$ cat config.mk
export PLATFORM = sky130hd
export DESIGN_NAME = muldiv_sequencer_flat
export DESIGN_NICKNAME = d
export VERILOG_FILES = /design/src/rtl/muldiv_pkg.sv /design/src/rtl/muldiv_sequencer_if.sv /design/src/rtl/muldiv_watchdog.sv /design/src/rtl/muldiv_sequencer.sv /design/src/flat_wrapper.sv
export SDC_FILE = /design/constraint.sdc
export NUM_CORES = 1
export LEC_CHECK = 0
export ABC_AREA = 1
export CAP_MARGIN = 20
export CORE_ASPECT_RATIO = 0.5
export CORE_MARGIN = 2
export CORE_UTILIZATION = 39
export CTS_CLUSTER_DIAMETER = 30
export CTS_CLUSTER_SIZE = 30
export DETAILED_ROUTE_END_ITERATION = 8
export GPL_TIMING_DRIVEN = 0
export MAX_ROUTING_LAYER = met4
export PLACE_DENSITY = 0.92
export SLEW_MARGIN = 20
export SYNTH_ARGS = -nofsm -noshare
export SYNTH_HDL_FRONTEND = slang
export SYNTH_SLANG_ARGS = --single-unit
export TNS_END_PERCENT = 1
$ cat constraint.sdc
create_clock -name clock -period 2.7 [get_ports clock]
set_clock_uncertainty 0.05 [all_clocks]
set_input_delay 0.54 -clock clock [delete_from_list [all_inputs] [get_ports clock]]
set_output_delay 0.54 -clock clock [all_outputs]
set_load 0.1 [all_outputs]
$ cat src/rtl/muldiv_pkg.sv
// Shared types for the multiply/divide sequencer: FSM state encoding,
// error cause codes and the default datapath width.
package muldiv_pkg;

    localparam int DATA_W = 32;

    typedef enum logic [2:0] {
        IDLE    = 3'd0,
        START_M = 3'd1,
        WAIT_M  = 3'd2,
        START_D = 3'd3,
        WAIT_D  = 3'd4,
        DONE    = 3'd5,
        ERR     = 3'd6
    } muldiv_state_t;

    typedef enum logic [1:0] {
        ERR_NONE    = 2'd0,
        ERR_DIV0    = 2'd1,
        ERR_TIMEOUT = 2'd2
    } muldiv_err_t;

endpackage

$ cat src/rtl/muldiv_sequencer_if.sv
// Bundle between the control FSM / mul-div units (master) and the
// sequencer (slave): requests, unit handshakes, results and status.
interface muldiv_sequencer_if #(
    parameter int DATA_W = muldiv_pkg::DATA_W
);
    logic              MultReq;
    logic              DivReq;
    logic [DATA_W-1:0] OpB;
    logic              MultEnd;
    logic              DivEnd;
    logic [DATA_W-1:0] MultHighIn;
    logic [DATA_W-1:0] MultLowIn;
    logic [DATA_W-1:0] DivHighIn;
    logic [DATA_W-1:0] DivLowIn;
    logic              StartMult;
    logic              StartDiv;
    logic              Busy;
    logic              Done;
    logic              DivZero;
    logic              Timeout;
    logic              WrHigh;
    logic              WrLow;
    logic [DATA_W-1:0] HighReg;
    logic [DATA_W-1:0] LowReg;

    modport master (
        output MultReq, DivReq, OpB, MultEnd, DivEnd,
               MultHighIn, MultLowIn, DivHighIn, DivLowIn,
        input  StartMult, StartDiv, Busy, Done, DivZero, Timeout,
               WrHigh, WrLow, HighReg, LowReg
    );

    modport slave (
        input  MultReq, DivReq, OpB, MultEnd, DivEnd,
               MultHighIn, MultLowIn, DivHighIn, DivLowIn,
        output StartMult, StartDiv, Busy, Done, DivZero, Timeout,
               WrHigh, WrLow, HighReg, LowReg
    );
endinterface

$ cat src/rtl/muldiv_watchdog.sv
// Saturating cycle counter for the WAIT states; expired flags the last
// permitted wait cycle so the FSM can leave for ERR on the same edge.
module muldiv_watchdog #(
    parameter int MAX_WAIT = 64
) (
    input  logic clock,
    input  logic reset,
    input  logic clr,
    input  logic en,
    output logic expired
);
    localparam int CNT_W = (MAX_WAIT > 2) ? $clog2(MAX_WAIT) : 1;
    localparam logic [CNT_W-1:0] LAST = CNT_W'(MAX_WAIT - 1);

    logic [CNT_W-1:0] count;

    assign expired = (count == LAST);

    // NOTE: sequential state uses <= so every flop samples pre-edge values.
    always_ff @(posedge clock) begin
        if (reset || clr) begin
            count <= '0;
        end else if (en && !expired) begin
            count <= count + 1'b1;
        end
    end
endmodule

$ cat src/rtl/muldiv_sequencer.sv
// Sequences one MULT/DIV operation: start pulse, watchdog-guarded wait for
// the unit's End, then commit the unit's results into the HI/LO registers.
module muldiv_sequencer
    import muldiv_pkg::*;
#(
    parameter int DATA_W   = muldiv_pkg::DATA_W,
    parameter int MAX_WAIT = 64
) (
    input  logic               clock,
    input  logic               reset,
    muldiv_sequencer_if.slave  bus
);
    muldiv_state_t     state_q, state_d;
    muldiv_err_t       cause_q, cause_d;
    logic              wd_clr, wd_en, wd_expired;
    logic              wr;
    logic [DATA_W-1:0] high_q, low_q;
    logic [DATA_W-1:0] high_sel, low_sel;

    muldiv_watchdog #(.MAX_WAIT(MAX_WAIT)) u_watchdog (
        .clock   (clock),
        .reset   (reset),
        .clr     (wd_clr),
        .en      (wd_en),
        .expired (wd_expired)
    );

    always_ff @(posedge clock) begin
        if (reset) begin
            state_q <= IDLE;
            cause_q <= ERR_NONE;
        end else begin
            state_q <= state_d;
            cause_q <= cause_d;
        end
    end

    // NOTE: every always_comb output gets a default first, so no path can infer a latch.
    always_comb begin
        state_d = state_q;
        cause_d = cause_q;
        wd_clr  = 1'b0;
        wd_en   = 1'b0;
        wr      = 1'b0;
        case (state_q)
            IDLE: begin
                if (bus.MultReq) begin
                    state_d = START_M;
                end else if (bus.DivReq) begin
                    if (bus.OpB == '0) begin
                        state_d = ERR;
                        cause_d = ERR_DIV0;
                    end else begin
                        state_d = START_D;
                    end
                end
            end
            START_M: begin
                state_d = WAIT_M;
                wd_clr  = 1'b1;
            end
            START_D: begin
                state_d = WAIT_D;
                wd_clr  = 1'b1;
            end
            WAIT_M, WAIT_D: begin
                if ((state_q == WAIT_M) ? bus.MultEnd : bus.DivEnd) begin
                    wr      = 1'b1;
                    state_d = DONE;
                end else if (wd_expired) begin
                    state_d = ERR;
                    cause_d = ERR_TIMEOUT;
                end else begin
                    wd_en = 1'b1;
                end
            end
            DONE:    state_d = IDLE;
            ERR: begin
                state_d = IDLE;
                cause_d = ERR_NONE;
            end
            default: state_d = IDLE;
        endcase
    end

    // Only WAIT_D selects the divider; wr is never set outside the WAIT states.
    assign high_sel = (state_q == WAIT_D) ? bus.DivHighIn : bus.MultHighIn;
    assign low_sel  = (state_q == WAIT_D) ? bus.DivLowIn  : bus.MultLowIn;

    // NOTE: HI/LO are architectural state and must be cleared by reset, unlike a RAM.
    always_ff @(posedge clock) begin
        if (reset) begin
            high_q <= '0;
            low_q  <= '0;
        end else if (wr) begin
            high_q <= high_sel;
            low_q  <= low_sel;
        end
    end

    assign bus.StartMult = (state_q == START_M);
    assign bus.StartDiv  = (state_q == START_D);
    assign bus.Busy      = (state_q != IDLE);
    assign bus.Done      = (state_q == DONE);
    assign bus.DivZero   = (state_q == ERR) && (cause_q == ERR_DIV0);
    assign bus.Timeout   = (state_q == ERR) && (cause_q == ERR_TIMEOUT);
    assign bus.WrHigh    = wr;
    assign bus.WrLow     = wr;
    assign bus.HighReg   = high_q;
    assign bus.LowReg    = low_q;
endmodule

$ cat src/flat_wrapper.sv
// flat-port wrapper written by rule: the top's interface ports become plain ports
module muldiv_sequencer_flat import muldiv_pkg::*;
#(
    parameter int DATA_W   = muldiv_pkg::DATA_W,
    parameter int MAX_WAIT = 64
)
  (clock, reset, bus_MultReq, bus_DivReq, bus_OpB, bus_MultEnd, bus_DivEnd, bus_MultHighIn, bus_MultLowIn, bus_DivHighIn, bus_DivLowIn, bus_StartMult, bus_StartDiv, bus_Busy, bus_Done, bus_DivZero, bus_Timeout, bus_WrHigh, bus_WrLow, bus_HighReg, bus_LowReg);
  muldiv_sequencer_if #(.DATA_W(DATA_W)) bus_i ();
  input  logic clock;
  input  logic reset;
  input wire logic [$bits(bus_i.MultReq)-1:0] bus_MultReq;
  input wire logic [$bits(bus_i.DivReq)-1:0] bus_DivReq;
  input wire logic [$bits(bus_i.OpB)-1:0] bus_OpB;
  input wire logic [$bits(bus_i.MultEnd)-1:0] bus_MultEnd;
  input wire logic [$bits(bus_i.DivEnd)-1:0] bus_DivEnd;
  input wire logic [$bits(bus_i.MultHighIn)-1:0] bus_MultHighIn;
  input wire logic [$bits(bus_i.MultLowIn)-1:0] bus_MultLowIn;
  input wire logic [$bits(bus_i.DivHighIn)-1:0] bus_DivHighIn;
  input wire logic [$bits(bus_i.DivLowIn)-1:0] bus_DivLowIn;
  output wire logic [$bits(bus_i.StartMult)-1:0] bus_StartMult;
  output wire logic [$bits(bus_i.StartDiv)-1:0] bus_StartDiv;
  output wire logic [$bits(bus_i.Busy)-1:0] bus_Busy;
  output wire logic [$bits(bus_i.Done)-1:0] bus_Done;
  output wire logic [$bits(bus_i.DivZero)-1:0] bus_DivZero;
  output wire logic [$bits(bus_i.Timeout)-1:0] bus_Timeout;
  output wire logic [$bits(bus_i.WrHigh)-1:0] bus_WrHigh;
  output wire logic [$bits(bus_i.WrLow)-1:0] bus_WrLow;
  output wire logic [$bits(bus_i.HighReg)-1:0] bus_HighReg;
  output wire logic [$bits(bus_i.LowReg)-1:0] bus_LowReg;
  assign bus_i.MultReq = bus_MultReq;
  assign bus_i.DivReq = bus_DivReq;
  assign bus_i.OpB = bus_OpB;
  assign bus_i.MultEnd = bus_MultEnd;
  assign bus_i.DivEnd = bus_DivEnd;
  assign bus_i.MultHighIn = bus_MultHighIn;
  assign bus_i.MultLowIn = bus_MultLowIn;
  assign bus_i.DivHighIn = bus_DivHighIn;
  assign bus_i.DivLowIn = bus_DivLowIn;
  assign bus_StartMult = bus_i.StartMult;
  assign bus_StartDiv = bus_i.StartDiv;
  assign bus_Busy = bus_i.Busy;
  assign bus_Done = bus_i.Done;
  assign bus_DivZero = bus_i.DivZero;
  assign bus_Timeout = bus_i.Timeout;
  assign bus_WrHigh = bus_i.WrHigh;
  assign bus_WrLow = bus_i.WrLow;
  assign bus_HighReg = bus_i.HighReg;
  assign bus_LowReg = bus_i.LowReg;
  muldiv_sequencer #(.DATA_W(DATA_W), .MAX_WAIT(MAX_WAIT)) u_core (.clock(clock), .reset(reset), .bus(bus_i));
endmodule
# Word-level counts from Yosys, hierarchy flattened
# Index checks and enable logic that the tools add are counted.
# op_classes
n_mux,21
eq_ne,16
add_sub_neg,1
n_reduce_logical,13
# op_table
op,count
2-to-1 mux 32 bit,2
logical NOT 32 bit,1
2-to-1 mux 3 bit,5
case mux 3 bit (4 select lines),1
2-to-1 mux 2 bit,5
equality test 3 bit (second input constant),3
!= test 2 bit (second input constant),4
2-to-1 mux 1 bit,7
adder 6 x 1 -> 6 bit (second input constant),1
equality test 3 x 2 -> 1 bit (second input constant),2
equality test 6 bit (second input constant),1
case mux 2 bit (3 select lines),1
AND reduction 6 bit,1
nonzero test 3 bit,2
OR reduction 2 bit,2
equality test 3 x 1 -> 1 bit (second input constant),1
logical AND 1 bit,3
logical NOT 3 bit,1
!= test 3 x 2 -> 1 bit (second input constant),1
!= test 3 bit (second input constant),1
equality test 2 x 1 -> 1 bit (second input constant),1
equality test 2 bit (second input constant),1
!= test 2 x 1 -> 1 bit (second input constant),1
AND reduction 2 bit,1
other kinds (2),2
# totals
out_inout_bits,72
word_cells,56
reg_bits,75

# Logic depth before layout (Yosys ltp)
# Gate-level depths: netlist (run 1).
# logic_depth
ltp_word,5
mapped_depth,12
mapped_depth_nobuf,10

# Modules after synthesis
# Synthesis (run 1) repeated with hierarchy kept, for this count alone.
# unflattened
cells_unflattened,512
area_unflattened_um2,3617.2
# by_module_without_submodules
module,area_each_um2,cells_each,n_inst
muldiv_sequencer,3278.1,463,1
muldiv_watchdog,339.1,49,1

# Least setup slack after synthesis (run 1)
# No wires, ideal clock.
# synth_timing
path_kind,register -> output
startpoint,reg u_core.state_q[1]
endpoint,out bus_Timeout
path_slack_ps,-469
arrival_time_ps,2579
required_ps,2110
path_stages_with_launch,4
cell_sequence,dfxtp_1 -> buf_6 -> nand3_1 -> nor3_1
# synth_via
elab_chain_cells,2
# synth_rtl
item,line,text
start: declaration,muldiv_sequencer.sv:13,"muldiv_state_t state_q, state_d;"
start signal: assignment,muldiv_sequencer.sv:33,state_q <= state_d;
equality test 3 bit,muldiv_sequencer.sv:106,assign bus.Timeout = (state_q == ERR) && (cause_q == ERR_TIMEOUT);
logical AND 1 bit,muldiv_sequencer.sv:106,
end: declaration,flat_wrapper.sv:25,output wire logic [$bits(bus_i.Timeout)-1:0] bus_Timeout;
# Every way passes these cells.

# Worst setup path after layout (run 1)
# layout_timing
startpoint,in bus_MultEnd
endpoint,out bus_WrLow
# layout_via
elab_chain_cells,3
# layout_rtl
item,line,text
start: declaration,flat_wrapper.sv:14,input wire logic [$bits(bus_i.MultEnd)-1:0] bus_MultEnd;
2-to-1 mux 1 bit (2 in a row),muldiv_sequencer.sv:67,if ((state_q == WAIT_M) ? bus.MultEnd : bus.DivEnd) begin
2-to-1 mux 1 bit,muldiv_sequencer.sv:45,case (state_q)
end: declaration,flat_wrapper.sv:27,output wire logic [$bits(bus_i.WrLow)-1:0] bus_WrLow;
# Every way passes these cells.

==> results of run 1 <==
[power by group]
part / switching, mW / internal, mW / total, mW / leakage, nW
clock: 0.426 / 0.614 / 1.04 / 0.117
sequential: 0.206 / 1.50 / 1.70 / 0.611
combinational: 4.21 / 1.35 / 5.56 / 1.74
[worst min-delay path: stages, from the launching register on]
cell and delay (ns):
dfxtp_1 0.32, a21oi_1 0.04, nor2_1 0.08
[placed cells by master (no fill, tap or decap)]
cell,instances
o22ai_1,1
dlygate4sd2_1,5
clkbuf_16,9
a21oi_1,10
and2_0,1
o21ai_0,46
inv_2,4
nand2_2,1
nor2_4,2
a31oi_1,64
clkbuf_1,31
o21ai_1,24
nand3_2,1
nand2_1,94
inv_1,14
nor3_1,3
nor3_2,1
buf_2,11
nor2_2,3
clkdlybuf4s50_1,229
nand3_1,71
buf_6,7
buf_4,2
and3_1,1
dfxtp_1,75
nor2_1,36
or2_2,2
xor2_1,1
ha_1,1
clkdlybuf4s15_1,1
[layout make-up]
type / count / area share [%]
Tap cell: 117 / 2.312
Inverter: 18 / 1.067
Multi-Input combinational cell: 363 / 28.10
Clock buffer: 14 / 3.854
Sequential cell: 75 / 23.72
Buffer: 44 / 3.597
Timing Repair Buffer: 237 / 37.35
[timing repair]
action,CTS,global route
endpoints found under the hold margin,0,0
gates resized for setup,19,1
gates cloned,0,0
pin swaps,0,0
setup endpoints to repair,8,3
[final timing paths]
kind                                             end  depth (start not counted)  slack [ns]
setup / recovery                           bus_WrLow                          8        0.11
hold / removal        u_core.cause_q[1]$_SDFFE_PP0P_                          2        0.44
setup reg to reg  u_core.bus.LowReg[13]$_SDFFE_PP0N_                          9        0.84
hold reg to reg       u_core.cause_q[1]$_SDFFE_PP0P_                          2        0.44
[metal layers]
metal	vias up	part of all wire, %	routed length [um]	global-route usage (%)
met4	0	3.8	549	14.25
met5	-	0	0	-
met3	54	5.8	838	5.749
met1	2188	40	5797	33.02
met2	212	50	7144	49.89
li1	2238	-	-	-
[state kept, by name, summed over array words and instances (netlist names)]
| signal | flops |
|---|---|
| u_core.u_watchdog.count | 6 |
| u_core.bus.LowReg | 32 |
| u_core.state_q | 3 |
| u_core.cause_q | 2 |
| u_core.bus.HighReg | 32 |
[logic make-up after synthesis]
logic type	after synthesis	share of synthesized area (%)
adders and majority gates	1	0.3498
DFF	75	41.99
xor gates and xnor gates	1	0.2450
AOI/OAI and AO/OA	145	22.57
and+or+nand+nor	216	26.45
buffers and inverters	63	8.397
[through the flow]
step / power [mW] / setup WS, ns / utilization (%) / cell area [sq um]
2_1_floorplan: 5.783 / -0.3959 / - / 3581
3_3_place_gp: 7.178 / -0.9834 / 69.33 / 6100
3_5_place_dp: 7.248 / -0.9976 / 69.33 / 6100
4_1_cts: 8.281 / -0.09912 / 72.00 / 6335
5_1_grt: 8.639 / 0.009598 / 71.96 / 6331
6_report: 8.298 / 0.1134 / 71.96 / 6331
==> results.md, run 1 <==
- Outcome: complete, no violations
- Most frequent cells after synthesis: nand2_1 (94), dfxtp_1 (75), nand3_1 (71), a31oi_1 (64), o21ai_0 (46)
- Worst VDD drop: 0.7420 mV
- Seq. cell area: 1501 sq um
- Final Cycle Share: 95.80%
- Minimum clock period: 2.587 ns
- GP Congestion: 0.9325
- Drt total wl: 14330 um
- Number of synthesized flops with an enable pin: 0
- Unrepaired setup endpoints after global routing: no
- Worst Hold Class: reg -> reg
- Yosys warning total: 0
- Worst Path Buf+Inv: 5
- DP Cell Count: 855
- Antenna violations before repair: 0
- Worst Setup Path Type: in -> out
- # Max-Cap Violations: 0
- Most frequent cell after synthesis: nand2_1
- Syn Std Cell Area: 3576 sq um
- WL/cell: 16.51 um
- Initial Util: 40.64%
- Number of buffers created by CTS: 9
- Die X: 139.4 um
- Seq/Total Area, Yosys: 41.99%
- FP Rows: 24
- First-pass iteration count of the detailed router: 5
- Final net count: 915
- HPWL after detailed placement: 10870 um
- Hold Vio Cnt, Final: 0
- Worst-margin pin slew: 1.034 ns
- Yosys top cell area share: 41.99%
- Final setup fails: 0
- Syn avg cell area: 7.138 sq um
- # clock sinks: 75
- Clock Path Buffers: 2
- Top Family by Delay on Critical Path: buffers and inverters
- First-pass GRT wire length: 22500 um
- Worst slew margin: 30.88%
- Worst EP required: 2.11 ns
- PwrDens: 1311 nW/um^2
- DIE AREA: 9998 sq um
- CP Max Fanout: 20
- Slowest stage delay, CP: 0.45 ns
- Async set-reset flop share out of synthesis: 0%
- DRC Markers: 0
- WP data arrival: 2.00 ns
- Gate Count Post-Synth: 501
- Total negative setup slack: 0 ns
- Hold_buf cts: 0
- 1st-iter DRT viols: 365
- Fillers: 660
- Yosys reg bits: 75
- Post-CTS setup buffers: 0
- Largest net degree at the start of global routing: 12
- Final Slew Violations: 0
- Yosys top cell by area: dfxtp_1
- Ranking of synthesized cells by area: dfxtp_1 (42%), a31oi_1 (11%), nand3_1 (9.9%), nand2_1 (9.9%), o21ai_0 (6.4%)
- Post-route ant nets: 0
- Diodes inserted: 0
- CP max-delay cell: clkdlybuf4s50_1
- Crit path capture type: primary output
- Clock slew seen by the registers of the worst setup and hold paths: 0.06 ns
- Area Overhead vs Synth: 77.05%
- Top FF cell, synth: dfxtp_1
- Via density: 5.406
- Ports: 238
- Unique masters post-synth: 25
- Root Driver: clkbuf_16
- Via count: 4692
- Area of the multi-input gates: 1779 sq um
- Global Route Usage Sum: 29.03%
- Die Span Y: 71.71 um
- CTS tree: done
- Total gr overflow: 0
- Layout cells sized above 1: 5.726%
- Most used cell, CP: buf_6
- Non-filler cells, final: 868
- Lkg Pwr: 2.471 nW
- RR Startpoint: u_core.state_q[1]$_SDFFE_PP0P_
- # port buffers: 237
- Clock Latency Late Sink: 0.33 ns
- Crit-path cells: clkdlybuf4s50_1, inv_1, nor2_1, nor2_2, nor2_4, buf_6, buf_4, buf_6
- Setup crit start kind: input port
- Maximum clock frequency: 386.6 MHz
- Area of the core: 8798 sq um
- Min-delay src: u_core.cause_q[1]$_SDFFE_PP0P_
- Vias in the first global route: 4600
- CTS H-tree lvls: 3
- Syn Nets: 668
- Hold Slack: 0.4360 ns
- Worst Setup SP: bus_MultEnd
No activity file was read; power rests on OpenSTA's default activity.
==> run 2: changes to the inputs <==
SETUP_SLACK_MARGIN = 0.1   (was unset)
==> run 2 against run 1 <==
- flip-flop and latch count is the same
- core utilization down 0.057 points
- global-route usage did not move
- clock power barely moved
- design area is essentially flat
- combinational power about the same
- routed wire length about the same
- cell count is the same
- worst setup slack gained 0.0029 ns
- die area stayed put
- critical path depth unchanged
- critical endpoint unchanged
- largest cell class unchanged
==> results.md, run 2 (synthesis results as in run 1) <==
- Outcome: complete, no violations
- Worst Hold Class: reg -> reg
- Post-route ant nets: 0
- # port buffers: 237
- CP Max Fanout: 20
- DIE AREA: 9998 sq um
- DRC Markers: 0
- # Max-Cap Violations: 0
- PwrDens: 1311 nW/um^2
- Die X: 139.4 um
- Minimum clock period: 2.584 ns
- # clock sinks: 75
- Non-filler cells, final: 868
- Worst EP required: 2.11 ns
- DP Worst Slack: -0.9976 ns
- Via count: 4671
- Seq. cell area: 1501 sq um
- Global Route Usage Sum: 29.03%
- Area of the multi-input gates: 1779 sq um
- Final net count: 915
- First-pass GRT wire length: 22500 um
- GP Congestion: 0.9325
- WP data arrival: 1.99 ns
- Hold Vio Cnt, Final: 0
- Crit path capture type: primary output
- Fillers: 661
- Clock Latency Late Sink: 0.33 ns
- Commonest non-fill, non-tap cells in the layout: clkdlybuf4s50_1 (229), nand2_1 (94), dfxtp_1 (75)
- HPWL after detailed placement: 10870 um
- Ports: 238
- Number of buffers created by CTS: 9
- Area Overhead vs Synth: 76.91%
- WL/cell: 16.52 um
- R2R depth: 9
- Worst Setup SP: bus_MultEnd
- Crit-path cells: clkdlybuf4s50_1, inv_1, nor2_1, nor2_2, nor2_4, buf_6, buf_4, buf_6
- Vias in the first global route: 4600
- Worst-margin pin slew: 1.033 ns
- Total gr overflow: 0
- First-pass iteration count of the detailed router: 5
- Lkg Pwr: 2.471 nW
- Worst r2r dst: u_core.bus.LowReg[13]$_SDFFE_PP0N_
- Initial Util: 40.64%
- Worst Setup Path Type: in -> out
- Diodes inserted: 0
- Largest net degree at the start of global routing: 12
- Total negative setup slack: 0 ns
- Via density: 5.381
- CTS H-tree lvls: 3
- CP Capture Point: bus_WrLow
- Root Driver: clkbuf_16
- CTS tree: done
- Post-DP Area: 6100 sq um
- Setup crit start kind: input port
- Slowest stage delay, CP: 0.45 ns
- Drt total wl: 14340 um
- Final Slew Violations: 0
- Worst VDD drop: 0.7426 mV
- DP Cell Count: 855
- Post-CTS setup buffers: 0
- Fin area: 6326 sq um
- RR Startpoint: u_core.state_q[1]$_SDFFE_PP0P_
- Clock Path Buffers: 2
- 1st-iter DRT viols: 353
- Area of the core: 8798 sq um
- FP Rows: 24
- Most used cell, CP: buf_6
- Antenna violations before repair: 0
- Layout cells sized above 1: 5.859%
- Worst slew margin: 30.93%
- Hold Slack: 0.4358 ns
- Setup slack after layout: 0.1163 ns
- Final Cycle Share: 95.69%
- Commonest non-fill, non-tap cell in the layout: clkdlybuf4s50_1
- CP max-delay cell: clkdlybuf4s50_1
- Reg-to-reg setup timing slack: 0.84 ns
- Unrepaired setup endpoints after global routing: yes
- Clock slew seen by the registers of the worst setup and hold paths: 0.06 ns
- Maximum clock frequency: 387.0 MHz
- Final setup fails: 0
- Die Span Y: 71.71 um
## run 2: cell count changes in the layout (fill, tap and decap cells not counted), sizes merged
cell | previous run | this run
clkbuf | 40 | 41
clkdlybuf4s15 | 1 | 0
## run 2: layer usage
metal,GRT usage (%),vias to the layer above,wire (um)
li1,-,2235,-
met1,33.02,2188,5831
met2,49.89,198,7163
met3,5.749,50,811
met4,14.25,0,535
met5,-,-,0
## run 2: timing repair
item,CTS,global route
resized for setup,19,2
endpoints found under the setup margin,8,4
hold buffers,0,0
## run 2: cell type report
| class | instances | share of cell area [%] |
|---|---|---|
| timing repair buffer | 237 | 37.30 |
| tap | 117 | 2.314 |
| multi-input combinational | 363 | 28.13 |
| clock buffer | 14 | 3.857 |
| inverter | 18 | 1.068 |
| buffer | 44 | 3.600 |
| sequential | 75 | 23.73 |
## run 2: how the worst min path moves through the flow
| stage | start | end | slack [ns] | cells past startpoint |
|---|---|---|---|---|
| floorplan | u_core.u_watchdog.count[3]$_SDFFE_PP0P_ | u_core.u_watchdog.count[3]$_SDFFE_PP0P_ | 0.40 | 2 |
| global route | u_core.cause_q[1]$_SDFFE_PP0P_ | u_core.cause_q[1]$_SDFFE_PP0P_ | 0.45 | 2 |
| finish | u_core.cause_q[1]$_SDFFE_PP0P_ | u_core.cause_q[1]$_SDFFE_PP0P_ | 0.44 | 2 |
| CTS | u_core.u_watchdog.count[3]$_SDFFE_PP0P_ | u_core.u_watchdog.count[3]$_SDFFE_PP0P_ | 0.44 | 2 |
| detailed placement | u_core.cause_q[1]$_SDFFE_PP0P_ | u_core.cause_q[1]$_SDFFE_PP0P_ | 0.42 | 2 |
| global placement | u_core.u_watchdog.count[0]$_SDFFE_PP0P_ | u_core.u_watchdog.count[0]$_SDFFE_PP0P_ | 0.42 | 2 |
## run 2: report_power, final
part / total, mW / internal, mW / switching [mW]
clock: 1.04 / 0.614 / 0.426
sequential: 1.70 / 1.50 / 0.206
combinational: 5.55 / 1.34 / 4.21
total: 8.30 / 3.45 / 4.84
## run 2: critical path, delay by kind of cell
kind	cells	cell delay, ns
AND/OR/NAND/NOR	3	0.36
buffers and inverters	5	1.09
## run 2: through the flow
stage | power, mW | util, %
after detailed placement | 7.248 | 69.33
after floorplan | 5.783 | -
final | 8.296 | 71.90
after global placement | 7.178 | 69.33
after CTS | 8.281 | 72.00
after global routing | 8.635 | 71.90
